**src/rtl/shift_pkg.sv**
```systemverilog
// Shared types and sizing helpers for the serial shift link receiver.
package shift_pkg;

  typedef enum logic [1:0] {
    IDLE,
    SHIFT,
    RESYNC
  } shift_rx_state_t;

  localparam int ERR_CNT_W = 8;

  function automatic int cnt_width(input int bits);
    return $clog2(bits + 1);
  endfunction

endpackage

```
**src/rtl/shift_rx.sv**
```systemverilog
// Serial-in/parallel-out receiver: word lands in q one edge after its eos bit, with frame-length check.
// No backpressure: en qualifies every bit, en=0 cycles are gaps that only clear the status pulses.
module shift_rx
  import shift_pkg::*;
#(
  parameter int BITS      = 8,
  parameter int MSB_FIRST = 1
) (
  input  logic                 clk,
  input  logic                 rst_n,
  input  logic                 en,
  input  logic                 sdi,
  input  logic                 eos,
  output logic [BITS-1:0]      q,
  output logic                 q_valid,
  output logic                 frame_err,
  output logic                 busy,
  output logic [ERR_CNT_W-1:0] err_cnt
);

  localparam int CW = cnt_width(BITS);

  shift_rx_state_t      state_q, state_d;
  logic [CW-1:0]        cnt_q, cnt_d;
  logic [BITS-1:0]      sr_q, sr_d;
  logic [BITS-1:0]      q_q, q_d;
  logic                 q_valid_q, q_valid_d;
  logic                 frame_err_q, frame_err_d;
  logic [ERR_CNT_W-1:0] err_cnt_q, err_cnt_d;

  logic [BITS-1:0] sr_shift;
  logic [CW-1:0]   cnt_plus;
  logic            last_bit;

  // Shifted word including the bit on sdi this cycle.
  assign sr_shift = (MSB_FIRST != 0) ? {sr_q[BITS-2:0], sdi} : {sdi, sr_q[BITS-1:1]};
  assign cnt_plus = cnt_q + 1'b1;
  assign last_bit = (cnt_plus == CW'(BITS));

  always_ff @(posedge clk or negedge rst_n) begin
    if (!rst_n) begin
      state_q     <= IDLE;
      cnt_q       <= '0;
      sr_q        <= '0;
      q_q         <= '0;
      q_valid_q   <= 1'b0;
      frame_err_q <= 1'b0;
      err_cnt_q   <= '0;
    end else begin
      state_q     <= state_d;
      cnt_q       <= cnt_d;
      sr_q        <= sr_d;
      q_q         <= q_d;
      q_valid_q   <= q_valid_d;
      frame_err_q <= frame_err_d;
      err_cnt_q   <= err_cnt_d;
    end
  end

  always_comb begin
    state_d = state_q;
    cnt_d   = cnt_q;
    if (en) begin
      case (state_q)
        IDLE: begin
          if (!eos) begin
            state_d = SHIFT;
            cnt_d   = CW'(1);
          end
        end
        SHIFT: begin
          if (eos || last_bit) begin
            cnt_d   = '0;
            state_d = eos ? IDLE : RESYNC;
          end else begin
            cnt_d = cnt_plus;
          end
        end
        RESYNC: begin
          if (eos) state_d = IDLE;
        end
        default: state_d = IDLE;
      endcase
    end
  end

  always_comb begin
    sr_d        = en ? sr_shift : sr_q;
    q_d         = q_q;
    q_valid_d   = 1'b0;
    frame_err_d = 1'b0;
    if (en) begin
      case (state_q)
        IDLE:  frame_err_d = eos;
        SHIFT: begin
          if (eos && last_bit) begin
            q_d       = sr_shift;
            q_valid_d = 1'b1;
          end else if (eos || last_bit) begin
            frame_err_d = 1'b1;
          end
        end
        default: ;
      endcase
    end
    err_cnt_d = (frame_err_d && (err_cnt_q != '1)) ? err_cnt_q + 1'b1 : err_cnt_q;
  end

  assign q         = q_q;
  assign q_valid   = q_valid_q;
  assign frame_err = frame_err_q;
  assign busy      = (state_q != IDLE);
  assign err_cnt   = err_cnt_q;

endmodule
```
**config.mk**
```make
export PLATFORM = sky130hd
export DESIGN_NAME = shift_rx
export DESIGN_NICKNAME = d
export VERILOG_FILES = /design/src/rtl/shift_pkg.sv /design/src/rtl/shift_rx.sv
export SDC_FILE = /design/constraint.sdc
export NUM_CORES = 1
export LEC_CHECK = 0
export ABC_AREA = 0
export CAP_MARGIN = 0
export CORE_MARGIN = 1.5
export CORE_UTILIZATION = 40
export DETAILED_ROUTE_END_ITERATION = 12
export GPL_ROUTABILITY_DRIVEN = 1
export HOLD_SLACK_MARGIN = 0.03
export PLACE_DENSITY = 0.62
export SYNTH_ARGS = -nofsm -noshare
export SYNTH_HDL_FRONTEND = slang
export SYNTH_SLANG_ARGS = --single-unit
```
**constraint.sdc**
```tcl
create_clock -name clk -period 2.2 [get_ports clk]
set_clock_uncertainty 0.05 [all_clocks]
set_input_delay 0.33 -clock clk [delete_from_list [all_inputs] [get_ports clk]]
set_output_delay 0.33 -clock clk [all_outputs]
set_load 0.02 [all_outputs]
```
## Word level (Yosys, flattened, before mapping)

Index checks and enable logic that the tools add are counted.

| word-level totals | value |
|---|---|
| output and inout port bits | 19 |
| flip-flop bits (word level) | 31 |
| bits of input ports | 5 |
| logic and storage cells | 40 |

| cells by class | value |
|---|---|
| reductions and logical operators | 9 |
| multiplexer cells | 15 |
| add/sub/neg operators | 2 |
| equality and inequality tests | 7 |

Operators by type and width:

| cell | number |
|---|---|
| adder 8 x 1 -> 8 bit (second input constant) | 1 |
| two-way mux 2 bit | 4 |
| two-way mux 4 bit | 2 |
| inequality test 8 bit (second input constant) | 1 |
| case mux 4 bit (2 select lines) | 1 |
| two-way mux 1 bit | 6 |
| inequality test 2 bit (second input constant) | 3 |
| case mux 2 bit (3 select lines) | 1 |
| AND reduction 3 bit | 2 |
| adder 4 x 1 -> 4 bit (second input constant) | 1 |
| == test 4 bit (second input constant) | 1 |
| AND reduction 4 bit | 1 |
| nonzero test 2 bit | 2 |
| == test 2 x 1 -> 1 bit (second input constant) | 1 |
| == test 2 bit (second input constant) | 1 |
| logical AND 1 bit | 2 |
| zero test 2 bit | 1 |
| case mux 1 bit (2 select lines) | 1 |
| logical OR 1 bit | 1 |

## Longest topological paths before layout

| depth | value |
|---|---|
| word-level depth | 8 |
| depth in mapped cells | 9 |

## Worst setup path after synthesis

No wires, ideal clock.

| timing path | value |
|---|---|
| path kind | register -> register |
| start | reg cnt_q[0] |
| end | reg err_cnt_q[6], in the netlist err_cnt[6] |
| library setup time | 125 ps |
| cell stages (with the launch flop) | 9 |
| arrival time | 1984 ps |
| required time | 2025 ps |
| buffers on the path | 0 |
| path slack | 41 ps |
| clock period less this slack | 2159 ps |
| cells stage by stage | dfrtp_1 ha_1 nor3b_1 o21ai_0 ha_1 mux2i_4 nor2_4 and4_4 mux2_4 |

| between the ends | value |
|---|---|
| word-level cells in the longest chain between the ends | 8 |
| elaborated cells on any way between the ends | 9 |

RTL lines:

| element | RTL line | RTL |
|---|---|---|
| start, declared | shift_rx.sv:24 | `logic [CW-1:0] cnt_q, cnt_d;` |
| start signal, assigned | shift_rx.sv:51 | `cnt_q <= cnt_d;` |
| adder 4 x 1 -> 4 bit (*) | shift_rx.sv:37 | `assign cnt_plus = cnt_q + 1'b1;` |
| == test 4 bit (*) | shift_rx.sv:38 | `assign last_bit = (cnt_plus == CW'(BITS));` |
| logical OR 1 bit | shift_rx.sv:99 | `end else if (eos \|\| last_bit) begin` |
| two-way mux 1 bit | shift_rx.sv:99 |  |
| two-way mux 1 bit (*) | shift_rx.sv:96 | `if (eos && last_bit) begin` |
| case mux 1 bit (2 select lines) (*) | shift_rx.sv:93 | `case (state_q)` |
| two-way mux 1 bit (*) | shift_rx.sv:92 | `if (en) begin` |
| via frame_err_d | shift_rx.sv:28 | `logic frame_err_q, frame_err_d;` |
| logical AND 1 bit (*) | shift_rx.sv:106 | `err_cnt_d = (frame_err_d && (err_cnt_q != '1)) ? err_cnt_q + 1'b1 : err_cnt_q;` |
| end signal, assigned | shift_rx.sv:56 | `err_cnt_q <= err_cnt_d;` |
| end, declared | shift_rx.sv:29 | `logic [ERR_CNT_W-1:0] err_cnt_q, err_cnt_d;` |

The timed path passes the listed nets; every way through them passes the cells marked *.
A chain may end at the register's enable or synchronous reset.

## Worst setup path in the final report

Same ends and word-level chain as after synthesis.

==> out/results.tsv <==
stage	metric	value	unit
run_status	outcome	completed	
worst_setup_path	Critical path destination	err_cnt[6]$_DFFE_PN0P_	
synth	most frequent cell after synthesis	dfrtp_1	
detailed_routing	drt initial violations	20	
sta	worst slew pin tran	0.3831	ns
worst_setup_path	worst endpoint required time	2.36	ns
clock_tree	CTS Buffer Depth	2	
power	leakage	0.8680	nW
synth	Post-synth ARST share	100.0	%
layout	synthesis-to-finish area growth	31.15	%
clock_tree	clock-pin slew on the worst setup and hold paths	0.10	ns
place	PortBufs	23	
clock_tree	# H-tree levels	2	
clock_tree	CTS tree	done	
sta	final setup TNS	0	ns
floorplanning	IO Pins	24	
worst_setup_path	Reg2Reg Depth	8	
layout	finished layout cell area	1902	sq um
floorplanning	die area	3996	sq um
floorplanning	Initial Utilization	42.45	%
sta	Fmax	0.4667	GHz
synth	top post-synthesis cells by area	dfrtp_1 (53%), mux2_2 (12%), ha_1 (4.3%)	
worst_setup_path	r2r setup slk	0.06	ns
sta	Final Hold Viols	0	
worst_setup_path	Worst Path Buf+Inv	0	
detailed_routing	drt pass-1 iters	3	
global_route	global route overflow	0	
layout	share of layout cells above drive strength 1	29.49	%
global_route	GRT Total Usage	15.47	%
worst_setup_path	Reg-to-Reg End	err_cnt[6]$_DFFE_PN0P_	
detailed_routing	drt total wl	2652	um
synth	post-synth top area share	53.49	%
clock_tree	CTS Hold Buffers Added	0	
detailed_routing	via count	997	
clock_tree	Clock Sinks	31	
worst_setup_path	crit path cell chain	ha_2, nor3b_4, o21ai_2, ha_1, mux2i_4, nor2_4, and4_4, mux2_4	
run	Max Cap Viol	0	
power	worst vdd ir	0.7415	mV
place	post-DP HPWL	1849	um
global_route	largest net degree at the start of global routing	32	
clock_tree	clock root cell	clkbuf_4	
synth	Yosys cell types	35	
floorplanning	Die Y	63.21	um
worst_setup_path	Max stage delay on crit path	0.41	ns
global_route	first-pass GRT wire length	4740	um
synth	post-synthesis sequential area ratio	53.49	%
sta	fin crit period	2.143	ns
worst_setup_path	Crit Path Max Fanout	4	
worst_setup_path	CP max-delay cell	dfrtp_1	
global_route	initial antenna violation count	0	
worst_setup_path	CP Data Arrival Time	2.31	ns
worst_setup_path	reg2reg start	cnt_q[0]$_DFFE_PN0P_	
global_route	vias in the first global route	1024	
synth	cell taking the most area after synthesis	dfrtp_1	
place	placed cell areas	1783	sq um
synth	synthesized area per cell	12.39	sq um
layout	ANT cells	0	
synth	Post-synth EDFFs	0	
detailed_routing	vias per inst	4.936	
layout	nets	165	
floorplanning	core area	3416	sq um
worst_hold_path	HP Class	in -> async	
synth	top post-synthesis cells by count	dfrtp_1 (31), mux2_2 (16), nand2_1 (10), o21ai_0 (6)	
worst_setup_path	CP top delay family	adder cells	
sta	Final Setup Violations	0	
floorplanning	# rows	21	
worst_setup_path	Startpoint Class	register	
layout	fill count	309	
synth	Synthesis Warnings	0	
sta	Max-slew headroom	74.46	%
worst_setup_path	Crit path depth	8	
worst_setup_path	kind of critical path	reg -> reg	
floorplanning	Die Width	63.21	um
synth	synthesized cell area	1450	sq um
clock_tree	CTS Buf Count	5	
worst_setup_path	Worst setup EP type	register	
synth	Gate Count Post-Synth	117	
power	PwrDens	1070	nW/um^2
clock_tree	clk_lat worst skew	0.33	ns
synth	Synth Register Bits	31	
place	Final Wtd Congestion	0.7975	
sta	RSZ-0062 raised after global routing	true	
sta	Final Slew Violations	0	
detailed_routing	DRC viols	0	
detailed_routing	wire length per cell	13.13	um
detailed_routing	ANT nets after route	0	
synth	ys flop type	dfrtp_1	
sta	crit share post-route	97.39	%
worst_setup_path	CP Launch Point	cnt_q[0]$_DFFE_PN0P_	
synth	Mapped Nets	127	
==> placed cells by master (no fill, tap or decap), types with 2 or more instances in the layout <==
cell type | synthesis | routed
xnor2_1 | 5 | 5
a21oi_1 | 3 | 3
mux2_2 | 16 | 16
nand3_1 | 3 | 3
and3_1 | 2 | 2
nand4_1 | 2 | 2
mux2i_1 | 2 | 2
clkdlybuf4s50_1 | 0 | 23
clkbuf_4 | 0 | 5
dfrtp_1 | 31 | 31
mux2_4 | 2 | 2
o21ai_0 | 6 | 5
inv_1 | 5 | 5
ha_1 | 5 | 4
buf_4 | 0 | 10
nand2_1 | 10 | 10
nor2_1 | 4 | 4
==> worst register-to-register path: stages (launching register included) <==
cell	delay [ns]
dfrtp_1	0.41
ha_2	0.23
nor3b_4	0.20
o21ai_2	0.08
ha_1	0.32
mux2i_4	0.21
nor2_4	0.06
and4_4	0.18
mux2_4	0.28
==> per-stage QoR <==
stage	cells	util [%]	setup WS, ns	power (mW)	hold slack, ns
2_1_floorplan	117	-	0.04067	1.265	-0.01559
3_3_place_gp	192	52.20	0.02207	1.534	0.4389
3_5_place_dp	192	52.20	-0.03191	1.555	0.4489
5_1_grt	202	55.68	-0.05666	2.177	0.3482
6_report	202	55.68	0.05735	2.036	0.3219
4_1_cts	200	54.87	0.005027	2.031	0.3323
==> registers in the layout, summed over array words and instances (netlist names) <==
| register | count |
|---|---|
| cnt_q | 4 |
| err_cnt | 8 |
| frame_err | 1 |
| q | 8 |
| q_valid | 1 |
| sr_q | 7 |
| state_q | 2 |
==> logic make-up (layout without fill, tap and decap cells) <==
| logic type | Yosys count | in the layout | share of synthesized area [%] |
|---|---|---|---|
| adders and majority gates | 5 | 5 | 4.314 |
| DFF | 31 | 31 | 53.49 |
| muxes | 21 | 21 | 17.43 |
| xor gates and xnor gates | 5 | 5 | 3.020 |
| AOI/OAI and AO/OA | 16 | 16 | 6.731 |
| and+or+nand+nor | 32 | 32 | 12.68 |
| buffers and inverters | 7 | 46 | 2.329 |
==> report_power, final <==
part / switching [mW] / total [mW] / internal, mW
Sequential: 0.146 / 0.850 / 0.704
Combinational: 0.343 / 0.721 / 0.378
Clock: 0.196 / 0.464 / 0.268
==> per-layer routing <==
layer	track usage [%]	part of all wire (%)
met1	20.12	47
met2	23.67	47
met3	5.714	3.5
met4	5.707	1.5
met5	0	0
==> cell type report <==
cell class                      count  area (sq um)  area share [%]
Clock buffer                        6         51.30           2.697
Clock inverter                      2         35.03           1.842
Inverter                            5         18.77          0.9868
Multi-Input combinational cell     79         658.1           34.61
Sequential cell                    31         775.7           40.79
Tap cell                           46         57.56           3.026
Timing Repair Buffer               33         305.3           16.05
==> worst min-delay path by stage <==
stage,from,end,slack (ns),cells after the start
after floorplan,rst_n,cnt_q[0]$_DFFE_PN0P_,-0.02,0
after global placement,q[6]$_DFFE_PN0P_,q[6]$_DFFE_PN0P_,0.44,1
after detailed placement,q[2]$_DFFE_PN0P_,q[2]$_DFFE_PN0P_,0.45,1
after CTS,rst_n,q[0]$_DFFE_PN0P_,0.33,2
after global routing,rst_n,q[0]$_DFFE_PN0P_,0.35,2
final,rst_n,q[5]$_DFFE_PN0P_,0.32,2
==> repair_timing <==
action                     CTS  global route
gates resized for setup      1             4
pin swaps                    0             5
setup endpoints to repair    2             6
setup buffers                0             2
Note: power is estimated with default switching activity, not from simulation.
